[src/rtl/gray_conv_pkg.sv]
// Shared types and defaults for the shared binary-to-Gray converter arbiter.
// The reference bin2gray here is meant for testbench models; the RTL uses bin2gray_core.
package gray_conv_pkg;

  typedef enum logic {
    EMPTY = 1'b0,
    FULL  = 1'b1
  } state_t;

  localparam int DEF_NREQ  = 4;
  localparam int DEF_WIDTH = 4;
  localparam int MAX_WIDTH = 16;

  // Words narrower than MAX_WIDTH must be zero-extended by the caller.
  function automatic logic [MAX_WIDTH-1:0] bin2gray(input logic [MAX_WIDTH-1:0] bin);
    return bin ^ (bin >> 1);
  endfunction

endpackage

[src/rtl/bin2gray_core.sv]
// Purely combinational binary-to-Gray converter of parameterised width.
module bin2gray_core #(
  parameter int WIDTH = 4
) (
  input  logic [WIDTH-1:0] bin,
  output logic [WIDTH-1:0] gray
);

  assign gray[WIDTH-1] = bin[WIDTH-1];

  for (genvar gi = 0; gi < WIDTH - 1; gi++) begin : g_bit
    assign gray[gi] = bin[gi+1] ^ bin[gi];
  end

endmodule

[src/rtl/gray_conv_arbiter.sv]
// Round-robin arbiter sharing one bin2gray_core between NREQ requesters, with a
// single-entry output buffer. Optional macro GRAY_CONV_ARB_PARITY_EN adds rsp_par.
module gray_conv_arbiter
  import gray_conv_pkg::*;
#(
  parameter  int NREQ  = DEF_NREQ,
  parameter  int WIDTH = DEF_WIDTH,
  localparam int IDW   = $clog2(NREQ)
) (
  input  logic                  clk,
  input  logic                  rst_n,
  input  logic [NREQ-1:0]       req_valid,
  input  logic [NREQ*WIDTH-1:0] req_bin,
  output logic [NREQ-1:0]       req_ready,
  output logic                  rsp_valid,
  output logic [WIDTH-1:0]      rsp_gray,
  output logic [IDW-1:0]        rsp_id,
  input  logic                  rsp_ready
`ifdef GRAY_CONV_ARB_PARITY_EN
  ,
  output logic                  rsp_par
`endif
);

  state_t           state_reg, state_next;
  logic [IDW-1:0]   ptr_reg, ptr_next;
  logic [IDW-1:0]   winner;
  logic             found;
  logic             accept;
  logic [WIDTH-1:0] winner_bin, winner_gray;
  logic [WIDTH-1:0] gray_reg;
  logic [IDW-1:0]   id_reg;

  // Scan requesters starting at the pointer; the extra bit absorbs the wrap.
  always_comb begin
    logic [IDW:0] idx;
    idx    = '0;
    found  = 1'b0;
    winner = '0;
    for (int k = 0; k < NREQ; k++) begin
      idx = {1'b0, ptr_reg} + (IDW+1)'(k);
      if (idx >= (IDW+1)'(NREQ)) begin
        idx = idx - (IDW+1)'(NREQ);
      end
      if (!found && req_valid[idx[IDW-1:0]]) begin
        found  = 1'b1;
        winner = idx[IDW-1:0];
      end
    end
  end

  assign winner_bin = req_bin[int'(winner) * WIDTH +: WIDTH];

  bin2gray_core #(.WIDTH(WIDTH)) u_conv (
    .bin  (winner_bin),
    .gray (winner_gray)
  );

  // Reset gates the grant so nothing is acknowledged while rst_n is low.
  assign accept = rst_n && found && ((state_reg == EMPTY) || rsp_ready);

  for (genvar gi = 0; gi < NREQ; gi++) begin : g_ready
    assign req_ready[gi] = accept && (winner == IDW'(gi));
  end

  always_comb begin
    ptr_next = ptr_reg;
    if (accept) begin
      ptr_next = (winner == IDW'(NREQ - 1)) ? '0 : winner + IDW'(1);
    end
  end

  always_comb begin
    state_next = state_reg;
    case (state_reg)
      EMPTY:   if (accept) state_next = FULL;
      FULL:    if (rsp_ready && !accept) state_next = EMPTY;
      default: state_next = EMPTY;
    endcase
  end

  always_ff @(posedge clk) begin
    if (!rst_n) begin
      state_reg <= EMPTY;
      ptr_reg   <= '0;
      gray_reg  <= '0;
      id_reg    <= '0;
    end else begin
      state_reg <= state_next;
      ptr_reg   <= ptr_next;
      if (accept) begin
        gray_reg <= winner_gray;
        id_reg   <= winner;
      end
    end
  end

`ifdef GRAY_CONV_ARB_PARITY_EN
  logic par_reg;

  always_ff @(posedge clk) begin
    if (!rst_n) begin
      par_reg <= 1'b0;
    end else if (accept) begin
      par_reg <= ^winner_gray;
    end
  end

  assign rsp_par = par_reg;
`endif

  assign rsp_valid = (state_reg == FULL);
  assign rsp_gray  = gray_reg;
  assign rsp_id    = id_reg;

endmodule
[config.mk]
export PLATFORM = sky130hd
export DESIGN_NAME = gray_conv_arbiter
export DESIGN_NICKNAME = d
export VERILOG_FILES = /design/src/rtl/gray_conv_pkg.sv /design/src/rtl/bin2gray_core.sv /design/src/rtl/gray_conv_arbiter.sv
export SDC_FILE = /design/constraint.sdc
export NUM_CORES = 1
export LEC_CHECK = 0
export BUFFER_PORTS_ARGS = -buffer_cell sky130_fd_sc_hd__buf_2
export CORE_MARGIN = 2
export CORE_UTILIZATION = 45
export CTS_BUF_LIST = sky130_fd_sc_hd__clkbuf_8
export CTS_CLUSTER_DIAMETER = 100
export DETAILED_ROUTE_END_ITERATION = 8
export PLACE_DENSITY = 0.86
export REMOVE_ABC_BUFFERS = 1
export SETUP_SLACK_MARGIN = 0.15
export SLEW_MARGIN = 20
export SYNTH_ARGS = -nofsm -noshare
export SYNTH_HDL_FRONTEND = slang
export SYNTH_SLANG_ARGS = --single-unit
[constraint.sdc]
create_clock -name clk -period 2.7 [get_ports clk]
set_input_delay 0.54 -clock clk [delete_from_list [all_inputs] [get_ports clk]]
set_output_delay 0.54 -clock clk [all_outputs]
set_load 0.02 [all_outputs]
==> flow_metrics.env, run 1 <==
export IMPL_status="finished clean"
export IMPL_wl_mm=1.53
export IMPL_reg2reg_from="ptr_reg[1]$_SDFFE_PN0P_"
export IMPL_antenna_cells=0
export IMPL_drive_above_1_share_pct=38.9
export IMPL_p_seq_share_pct=33.3
export IMPL_synthAdderAreaFrac_pct=0
export IMPL_via_per_inst=5.38
export IMPL_setup_tns_ns=0
export IMPL_cts_root_buf="clkbuf_8"
export IMPL_postRouteAntennaNets=0
export IMPL_max_slew_margin_rel_pct=64.4
export IMPL_port_buffer_count=33
export IMPL_cp_data_arrival_time_ns=1.84
export IMPL_cts_path_max_buffers=2
export IMPL_max_stage_delay_ns=0.46
export IMPL_post_route_min_period_ns=2.38
export IMPL_synth_top_cell_area_share_pct=26.1
export IMPL_cp_slowest_cell="dfxtp_1"
export IMPL_hold_viol=0
export IMPL_place_congestion=0.743
export IMPL_gr_total_overflow=0
export IMPL_required_ns=2.16
export IMPL_synth_edf_count=0
export IMPL_synth_compound_area_share_pct=23.7
export IMPL_rows=14
export IMPL_dpl_hpwl_mm=1.21
export IMPL_yosys_area_share_simple_pct=24.3
export IMPL_syn_inst=79
export IMPL_wl_per_cell_microns=11.9
export IMPL_drv_slew=0
export IMPL_layout_commonest_cell="buf_2"
export IMPL_area_delta_synth_final_pct=29.5
export IMPL_tightest_slew_ns=0.533
export IMPL_synth_top_cell_by_area="dfxtp_1"
export IMPL_synth_xor_area_share_pct=16.5
export IMPL_r2r_end="rsp_gray[3]$_SDFFE_PN0P_"
export IMPL_yosys_warnings=0
export IMPL_hold_end="rsp_id[0]$_SDFFE_PN0P_"
export IMPL_nFillCells=139
export IMPL_hold_path_depth=2
export IMPL_grtUsageTotal_pct=18.4
export IMPL_post_cts_buffers=0
export IMPL_drc_errors=0
export IMPL_die_width_microns=43.2
export IMPL_synth_area_leaders="dfxtp_1 26%, xnor2_1 8.9%, o2111ai_1 7.6%"
export IMPL_end_kind="primary output"
export IMPL_cts_hold_buf=0
export IMPL_reg2reg_slack_ns=0.98
export IMPL_synthMuxAreaShare_pct=5.07
export IMPL_cts_tree="yes"
export IMPL_clkTransAtPathRegs_ns=0.05
export IMPL_design_area_sq_um=895
export IMPL_dp_cells=125
export IMPL_critPathMaxFanout=17
export IMPL_synth_cell_type_count=26
export IMPL_crit_type="reg -> out"
export IMPL_rsz0062_at_grt="false"
export IMPL_die_area_sq_um=1860
export IMPL_power_internal_mw=0.324
export IMPL_fin_skew_ns=0.00527
export IMPL_hold_start="rsp_id[0]$_SDFFE_PN0P_"
export IMPL_cts_made_buffers=3
export IMPL_rr_worst_depth=5
export IMPL_htreeDepth=1
export IMPL_hold_class="reg -> reg"
export IMPL_routed_via_count=694
export IMPL_placed_area_sq_um=850
export IMPL_drv_cap=0
export IMPL_seq_area_sq_um=180
export IMPL_pwr_share_comb_pct=34.9
export IMPL_drt_iter0_markers=14
export IMPL_hold_worst_slack_ns=0.450
export IMPL_grt_max_degree=18
export IMPL_ys_flop_type="dfxtp_1"
export IMPL_boundaryPins=34
export IMPL_layout_nets=137
export IMPL_grt_pass1_wl_mm=2.59
export IMPL_multi_input_area_sq_um=480
export IMPL_stdcell_count=129
export IMPL_cts_sinks=9
export IMPL_peakVddDrop_v=0.000276
export IMPL_syn_cell_area_sq_um=691
export IMPL_p_leak_nw=0.423
export IMPL_insertion_delay_ns=0.24
export IMPL_fin_crit_sh_pct=88.0
export IMPL_setup_viol=0
export IMPL_postSynth_asyncResetShare_pct=0
export IMPL_p_switching_mw=0.171
export IMPL_worst_setup_path_start_kind="flip-flop"
export IMPL_die_y_microns=43.2
export IMPL_start_util_pct=46.9
export IMPL_powerDensity_nw_per_um2=553
export IMPL_syn_avg_cell_area_sq_um=8.74
export IMPL_max_freq_mhz=421
export IMPL_cp_cell_sequence="mux2i_1, o221ai_4, nand2b_1, nor2_1, buf_2"
export IMPL_synth_top_family_by_area="simple AND/OR/NAND/NOR gates"
export IMPL_layout_common_cells="33 x buf_2, 11 x nand2_1, 9 x nand3_1, 9 x dfxtp_1, 7 x xnor2_1"
export IMPL_largest_reg_flops=4
export IMPL_clockPowerShare_pct=31.8
export IMPL_coreArea_sq_um=1470
export IMPL_grt_pass1_vias=659
export IMPL_swShare_pct=34.6
export IMPL_dr_pass1_iters=2
export IMPL_synth_seq_cells=9
export IMPL_power_mw=0.495
export IMPL_ctsResizeCount=0
export IMPL_antenna_found_initial=0
export IMPL_synth_seq_area_share_pct=26.1
==> kinds of logic (layout without fill, tap and decap cells) <==
kind of cell              after synthesis  after routing
AOI/OAI and AO/OA                      18             18
xor gates and xnor gates               13             13
buffers and inverters                   4             38
DFF                                     9              9
muxes                                   3              3
and+or+nand+nor                        32             32
==> area by class of cell <==
cell class                 instances  share of cell area (%)
multi-input combinational         66                    53.7
sequential                         9                    20.1
timing repair buffer              33                    18.5
clock buffer                       3                    4.62
tap                               16                    2.24
clock inverter                     1                   0.420
inverter                           1                   0.420
==> synthesized netlist by cell type, types with 2 or more instances <==
master     instances
a21boi_1           3
a21oi_1            3
buf_6              2
dfxtp_1            9
mux2i_1            2
nand2_1           11
nand2b_1           2
nand3_1            9
nor2_1             4
nor2b_1            2
o2111ai_1          6
xnor2_1            7
xor2_1             6
==> routing by layer <==
metal | vias up | part of all wire (%) | GRT usage [%]
met2 | 23 | 48 | 31.0
li1 | 357 | - | -
met3 | 4 | 6.5 | 3.83
met5 | - | 0 | 0
met1 | 310 | 43 | 21.8
met4 | 0 | 2.1 | 9.09
==> worst max-delay path: cells and delay by family, from the launching register on <==
| kind | cells | cell delay [ns] |
|---|---|---|
| flip-flops | 1 | 0.46 |
| multiplexers | 1 | 0.33 |
| AO/OA/AOI/OAI | 1 | 0.29 |
| AND/OR/NAND/NOR | 2 | 0.35 |
| buffers and inverters | 1 | 0.17 |
==> worst max-delay path by stage <==
stage               depth (start not counted)  slack (ns)           end                    start
detailed placement                          6        0.39  req_ready[2]             req_valid[3]
floorplan                                   4        0.61  req_ready[0]             req_valid[1]
CTS                                         5        0.34  req_ready[3]  ptr_reg[1]$_SDFFE_PN0P_
global placement                            6        0.41  req_ready[3]             req_valid[3]
finish                                      5        0.32  req_ready[3]  ptr_reg[1]$_SDFFE_PN0P_
global route                                5        0.22  req_ready[3]  ptr_reg[1]$_SDFFE_PN0P_
==> through the flow <==
stage | setup WS, ns | utilization [%]
final | 0.325 | 60.8
after global routing | 0.221 | 60.8
after CTS | 0.336 | 60.8
after detailed placement | 0.387 | 57.7
after global placement | 0.407 | 57.7
after floorplan | 0.613 | -
==> power groups by stage <==
| stage | Sequential (mW) | Clock [mW] | Combinational, mW |
|---|---|---|---|
| floorplan | 0.184 | 0 | 0.0951 |
| global placement | 0.166 | 0 | 0.168 |
| detailed placement | 0.168 | 0 | 0.172 |
| CTS | 0.165 | 0.160 | 0.172 |
| global route | 0.168 | 0.167 | 0.189 |
| finish | 0.165 | 0.158 | 0.172 |
(Power assumes the default switching activity.)
==> run 2, diff against run 1 <==
--- a/config.mk
+++ b/config.mk
@@ -11,10 +11,11 @@
 export CTS_BUF_LIST = sky130_fd_sc_hd__clkbuf_8
 export CTS_CLUSTER_DIAMETER = 100
 export DETAILED_ROUTE_END_ITERATION = 8
-export PLACE_DENSITY = 0.86
+export PLACE_DENSITY = 0.87
 export REMOVE_ABC_BUFFERS = 1
 export SETUP_SLACK_MARGIN = 0.15
 export SLEW_MARGIN = 20
 export SYNTH_ARGS = -nofsm -noshare
 export SYNTH_HDL_FRONTEND = slang
+export SYNTH_HIERARCHICAL = 1
 export SYNTH_SLANG_ARGS = --single-unit
==> run 2 against run 1 <==
- register-to-register slack got worse by 0.24 ns
- non-clock buffer count unchanged
- count of clock-buffer cells in the layout unchanged
- die area decreased by 7.1%
- sequential share of layout area increased by 1.4 points
- global-route usage decreased by 1.3 points
- largest cell class unchanged
- largest power group unchanged
==> flow_metrics.env, run 2 <==
export IMPL_status="finished clean"
export IMPL_synth_top_cell_by_area="dfxtp_1"
export IMPL_crit_cells=6
export IMPL_cp_common_cell="buf_2"
export IMPL_synth_seq_area_share_pct=28.3
export IMPL_synth_cell_type_count=26
export IMPL_reg2reg_slack_ns=0.74
export IMPL_cts_hold_buf=0
export IMPL_p_seq_share_pct=33.5
export IMPL_antenna_cells=0
export IMPL_r2r_end="rsp_gray[1]$_SDFFE_PN0P_"
export IMPL_yosys_area_share_simple_pct=26.7
export IMPL_max_freq_mhz=413
export IMPL_htreeDepth=1
export IMPL_synth_compound_area_share_pct=14.1
export IMPL_drive_above_1_share_pct=41.9
export IMPL_synthMuxAreaShare_pct=18.9
export IMPL_dpl_hpwl_mm=1.11
export IMPL_syn_inst=72
export IMPL_dp_slack_ns=0.284
export IMPL_ctsResizeCount=0
export IMPL_die_y_microns=41.6
export IMPL_crit_type="in -> out"
export IMPL_syn_avg_cell_area_sq_um=8.85
export IMPL_gr_total_overflow=0
export IMPL_cp_cell_sequence="buf_2, nor2b_1, o21a_1, a2111oi_2, and2_4, buf_2"
export IMPL_clockPowerShare_pct=29.7
export IMPL_crit_buf_inv=2
export IMPL_pwr_share_comb_pct=36.7
export IMPL_syn_cell_area_sq_um=637
export IMPL_rows=13
export IMPL_cts_made_buffers=3
export IMPL_powerDensity_nw_per_um2=599
export IMPL_synth_area_leaders="dfxtp_1 28%, mux2i_1 19%, o21ai_0 4.7%"
export IMPL_start_util_pct=48.3
export IMPL_crit_end="req_ready[3]"
export IMPL_crit_family="compound AO/OA/AOI/OAI gates"
export IMPL_synth_top_cell_area_share_pct=28.3
export IMPL_rsz0062_at_grt="false"
export IMPL_cts_root_buf="clkbuf_8"
export IMPL_hold_class="reg -> reg"
export IMPL_cts_tree="yes"
export IMPL_cts_sinks=9
export IMPL_grtUsageTotal_pct=17.2
export IMPL_startpoint="req_valid[2]"
export IMPL_area_delta_synth_final_pct=31.6
export IMPL_topRoutingLayerUsed="met4"
export IMPL_rr_worst_depth=8
export IMPL_largest_reg_flops=4
export IMPL_layout_commonest_cell="buf_2"
export IMPL_grt_pass1_wl_mm=2.26
export IMPL_postSynth_asyncResetShare_pct=0
export IMPL_coreArea_sq_um=1320
export IMPL_setup_slack_ns=0.278
export IMPL_layout_common_cells="33 x buf_2, 12 x mux2i_1, 9 x dfxtp_1, 7 x inv_1, 6 x o21ai_0"
export IMPL_end_kind="primary output"
export IMPL_synth_seq_cells=9
export IMPL_dr_wl_met3_microns=122
export IMPL_via_per_inst=5.18
export IMPL_nFillCells=128
export IMPL_place_congestion=0.772
export IMPL_fin_skew_ns=0.00312
export IMPL_peakVddDrop_v=0.000228
export IMPL_swShare_pct=34.0
export IMPL_port_buffer_count=33
export IMPL_die_width_microns=41.6
export IMPL_reg2reg_from="ptr_reg[0]$_SDFFE_PN0P_"
export IMPL_grt_max_degree=17
export IMPL_setup_tns_ns=0
export IMPL_yosysMostFrequentCell="mux2i_1"
export IMPL_post_cts_buffers=0
export IMPL_post_route_min_period_ns=2.42
export IMPL_dr_pass1_iters=4
export IMPL_cp_slowest_cell="a2111oi_2"
export IMPL_required_ns=2.16
export IMPL_worst_setup_path_start_kind="input pin"
export IMPL_placed_area_sq_um=793
export IMPL_power_internal_mw=0.331
export IMPL_antenna_found_initial=0
export IMPL_design_area_sq_um=838
export IMPL_die_area_sq_um=1730
export IMPL_postRouteAntennaNets=0
export IMPL_routed_via_count=621
export IMPL_drt_iter0_markers=7
export IMPL_critPathMaxFanout=4
export IMPL_wl_met1_microns=532
export IMPL_synth_edf_count=0
export IMPL_p_leak_nw=0.425
export IMPL_clkTransAtPathRegs_ns=0.04
export IMPL_max_stage_delay_ns=0.47
export IMPL_insertion_delay_ns=0.23
export IMPL_synthAdderAreaFrac_pct=0
export IMPL_hold_worst_slack_ns=0.459
export IMPL_synth_top_family_by_area="simple AND/OR/NAND/NOR gates"
export IMPL_drc_errors=0
export IMPL_layout_nets=129
export IMPL_yosys_warnings=6
export IMPL_tightest_slew_ns=0.431
export IMPL_fin_crit_sh_pct=89.7
export IMPL_synth_xor_area_share_pct=4.13
export IMPL_boundaryPins=34
export IMPL_cp_data_arrival_time_ns=1.88
export IMPL_hold_viol=0
export IMPL_synth_common_cells="12 x mux2i_1, 9 x dfxtp_1, 6 x inv_1, 6 x o21ai_0, 5 x nand3_1"
export IMPL_power_mw=0.502
export IMPL_wl_met2_microns=744
export IMPL_setup_viol=0
export IMPL_grt_pass1_vias=556
export IMPL_drv_cap=0
export IMPL_wl_mm=1.42
export IMPL_cts_path_max_buffers=2
export IMPL_max_slew_margin_rel_pct=71.2
export IMPL_drv_slew=0
export IMPL_ys_flop_type="dfxtp_1"
export IMPL_p_switching_mw=0.171
export IMPL_wl_per_cell_microns=11.8
-- run 2: logic make-up (layout without fill, tap and decap cells) --
kind of cell | Yosys count | count (layout)
buf+inv | 10 | 43
mux | 12 | 12
compound gates | 14 | 14
simple gates | 24 | 24
flops | 9 | 9
xor+xnor | 3 | 3
-- run 2: power by group through the flow --
stage	clock network, mW	registers, mW	logic [mW]
6_report	0.149	0.168	0.184
5_1_grt	0.161	0.171	0.201
4_1_cts	0.153	0.168	0.187
3_5_place_dp	0	0.170	0.186
3_3_place_gp	0	0.168	0.180
2_1_floorplan	0	0.189	0.109
-- run 2: worst min-delay path by stage --
stage                       startpoint                 endpoint  depth (start not counted)  slack [ns]
2_1_floorplan  ptr_reg[0]$_SDFFE_PN0P_  ptr_reg[0]$_SDFFE_PN0P_                          2        0.49
3_3_place_gp    rsp_id[1]$_SDFFE_PN0P_   rsp_id[1]$_SDFFE_PN0P_                          2        0.44
3_5_place_dp    rsp_id[1]$_SDFFE_PN0P_   rsp_id[1]$_SDFFE_PN0P_                          2        0.45
4_1_cts         rsp_id[1]$_SDFFE_PN0P_   rsp_id[1]$_SDFFE_PN0P_                          2        0.47
5_1_grt         rsp_id[1]$_SDFFE_PN0P_   rsp_id[1]$_SDFFE_PN0P_                          2        0.48
6_report        rsp_id[1]$_SDFFE_PN0P_   rsp_id[1]$_SDFFE_PN0P_                          2        0.46
-- run 2: worst register-to-register path: stages, from the launching register on --
cell     delay (ns)
dfxtp_1        0.35
or2b_1         0.25
nor2b_1        0.13
o32a_2         0.33
mux2i_1        0.17
mux2i_1        0.26
xor2_1         0.17
inv_1          0.04
o21ai_0        0.18
-- run 2: layer usage --
layer  vias to the layer above  GRT usage (%)
met3                         2           4.78
li1                        314              -
met5                         -              0
met1                       275           15.9
met4                         0           11.0
met2                        30           32.2
-- run 2: layout make-up --
type	count	area (sq um)	area share [%]
Timing Repair Buffer	33	165	19.7
Clock buffer	3	41.3	4.93
Inverter	6	22.5	2.69
Sequential cell	9	180	21.5
Tap cell	15	18.8	2.24
Clock inverter	1	3.75	0.448
Multi-Input combinational cell	53	407	48.5
-- run 2: per-stage QoR --
step | utilization (%) | instances
global route | 63.6 | 120
global placement | 60.2 | 116
detailed placement | 60.2 | 116
finish | 63.6 | 120
CTS | 63.6 | 120
floorplan | - | 68
==> run 3, diff against run 2 <==
--- a/config.mk
+++ b/config.mk
@@ -11,7 +11,7 @@
 export CTS_BUF_LIST = sky130_fd_sc_hd__clkbuf_8
 export CTS_CLUSTER_DIAMETER = 100
 export DETAILED_ROUTE_END_ITERATION = 8
-export PLACE_DENSITY = 0.87
+export PLACE_DENSITY = 0.86
 export REMOVE_ABC_BUFFERS = 1
 export SETUP_SLACK_MARGIN = 0.15
 export SLEW_MARGIN = 20
==> run 3 against run 2 <==
- worst setup slack got worse by 0.014 ns
- fmax down 0.58%
- critical path depth did not move
- wire length down 2.9%
- global-route usage decreased by 1.5 points
- combinational power barely moved
- clock skew up 0.00056 ns
- via count down 0.48%
- critical path type unchanged
==> flow_metrics.env, run 3 (synthesis gave the netlist of run 2 again) <==
export IMPL_port_buffer_count=33
export IMPL_rsz0062_at_grt="false"
export IMPL_grt_pass1_vias=531
export IMPL_post_cts_buffers=0
export IMPL_setup_slack_ns=0.264
export IMPL_antenna_cells=0
export IMPL_design_area_sq_um=838
export IMPL_layout_nets=129
export IMPL_dr_pass1_iters=4
export IMPL_boundaryPins=34
export IMPL_max_freq_mhz=411
export IMPL_drv_cap=0
export IMPL_place_congestion=0.719
export IMPL_stdcell_count=120
export IMPL_cts_sinks=9
export IMPL_crit_cells=6
export IMPL_cts_path_max_buffers=2
export IMPL_rr_worst_depth=8
export IMPL_hold_start="rsp_id[1]$_SDFFE_PN0P_"
export IMPL_startpoint="req_valid[2]"
export IMPL_drv_slew=0
export IMPL_drt_iter0_markers=5
export IMPL_setup_viol=0
export IMPL_dp_slack_ns=0.302
export IMPL_crit_buf_inv=2
export IMPL_dpl_hpwl_mm=1.07
export IMPL_reg2reg_from="ptr_reg[0]$_SDFFE_PN0P_"
export IMPL_placed_area_sq_um=793
export IMPL_crit_family="compound AO/OA/AOI/OAI gates"
export IMPL_r2r_end="rsp_gray[1]$_SDFFE_PN0P_"
export IMPL_hold_class="reg -> reg"
export IMPL_via_per_inst=5.15
export IMPL_required_ns=2.16
export IMPL_reg2reg_slack_ns=0.79
export IMPL_routed_via_count=618
export IMPL_antenna_found_initial=0
export IMPL_area_delta_synth_final_pct=31.6
export IMPL_gr_total_overflow=0
export IMPL_die_width_microns=41.6
export IMPL_grtUsageTotal_pct=15.7
export IMPL_nFillCells=133
export IMPL_cts_root_buf="clkbuf_8"
export IMPL_drc_errors=0
export IMPL_cp_slowest_cell="a2111oi_2"
export IMPL_crit_type="in -> out"
export IMPL_crit_end="req_ready[3]"
export IMPL_clkTransAtPathRegs_ns=0.04
export IMPL_postRouteAntennaNets=0
export IMPL_layout_commonest_cell="buf_2"
export IMPL_start_util_pct=48.3
export IMPL_layout_common_cells="33 x buf_2, 12 x mux2i_1, 9 x dfxtp_1, 7 x inv_1, 6 x o21ai_0"
export IMPL_coreArea_sq_um=1320
export IMPL_end_kind="primary output"
export IMPL_wl_mm=1.38
export IMPL_cp_common_cell="buf_2"
export IMPL_htreeDepth=1
export IMPL_cts_tree="yes"
export IMPL_die_area_sq_um=1730
export IMPL_cp_data_arrival_time_ns=1.90
export IMPL_status="finished clean"
export IMPL_dp_cells=116
export IMPL_grt_pass1_wl_mm=2.14
export IMPL_max_stage_delay_ns=0.48
export IMPL_powerDensity_nw_per_um2=604
export IMPL_grt_max_degree=17
export IMPL_fin_util_pct=63.6
export IMPL_fin_skew_ns=0.00368
export IMPL_critPathMaxFanout=4
export IMPL_hold_worst_slack_ns=0.451
export IMPL_wl_per_cell_microns=11.5
export IMPL_insertion_delay_ns=0.24
export IMPL_post_route_min_period_ns=2.44
export IMPL_hold_viol=0
export IMPL_setup_tns_ns=0
export IMPL_cts_made_buffers=3
export IMPL_largest_reg_flops=4
export IMPL_tightest_slew_ns=0.434
export IMPL_cp_cell_sequence="buf_2, nor2b_1, o21a_1, a2111oi_2, and2_4, buf_2"
export IMPL_peakVddDrop_v=0.000299
export IMPL_power_mw=0.506
export IMPL_die_y_microns=41.6
export IMPL_ctsResizeCount=0
export IMPL_cts_hold_buf=0
export IMPL_fin_crit_sh_pct=90.2
export IMPL_max_slew_margin_rel_pct=71.0
export IMPL_rows=13
export IMPL_worst_setup_path_start_kind="input pin"
export IMPL_drive_above_1_share_pct=41.9
export IMPL_p_leak_nw=0.425
[run 3: cell counts in the layout (fill, tap and decap cells not counted)]
No cell type changed its count.
[run 3: layout make-up]
cell class / count / area, sq um / area share (%)
timing repair buffer: 33 / 165 / 19.7
tap: 15 / 18.8 / 2.24
clock inverter: 1 / 3.75 / 0.448
multi-input combinational: 53 / 407 / 48.5
sequential: 9 / 180 / 21.5
clock buffer: 3 / 41.3 / 4.93
inverter: 6 / 22.5 / 2.69
[run 3: worst min path at each step]
stage,endpoint,cells after the start,slack (ns)
floorplan,ptr_reg[0]$_SDFFE_PN0P_,2,0.49
global placement,rsp_id[1]$_SDFFE_PN0P_,2,0.44
detailed placement,rsp_id[1]$_SDFFE_PN0P_,2,0.45
CTS,rsp_id[1]$_SDFFE_PN0P_,2,0.46
global route,rsp_id[1]$_SDFFE_PN0P_,2,0.47
finish,rsp_id[1]$_SDFFE_PN0P_,2,0.45
[run 3: layer usage]
layer  vias up  GRT usage (%)  wire, microns  share of wire (%)
met3         2           3.48            104                7.5
met2        30           26.6            689                 50
met4         0           7.10             19                1.4
met5         -              0              0                  0
li1        317              -              -                  -
met1       269           18.7            564                 41
[run 3: worst register-to-register path, stage by stage, from the launching register on]
cell and delay (ns):
dfxtp_1 0.34, or2b_1 0.25, nor2b_1 0.13, o32a_2 0.33
mux2i_1 0.16, mux2i_1 0.26, xor2_1 0.17, inv_1 0.04
o21ai_0 0.14
[run 3: report_power, final]
part           total, mW  switching [mW]  internal [mW]
Clock              0.155          0.0560         0.0992
Combinational      0.184           0.106         0.0779
Sequential         0.167          0.0127          0.154
Total              0.506           0.175          0.332
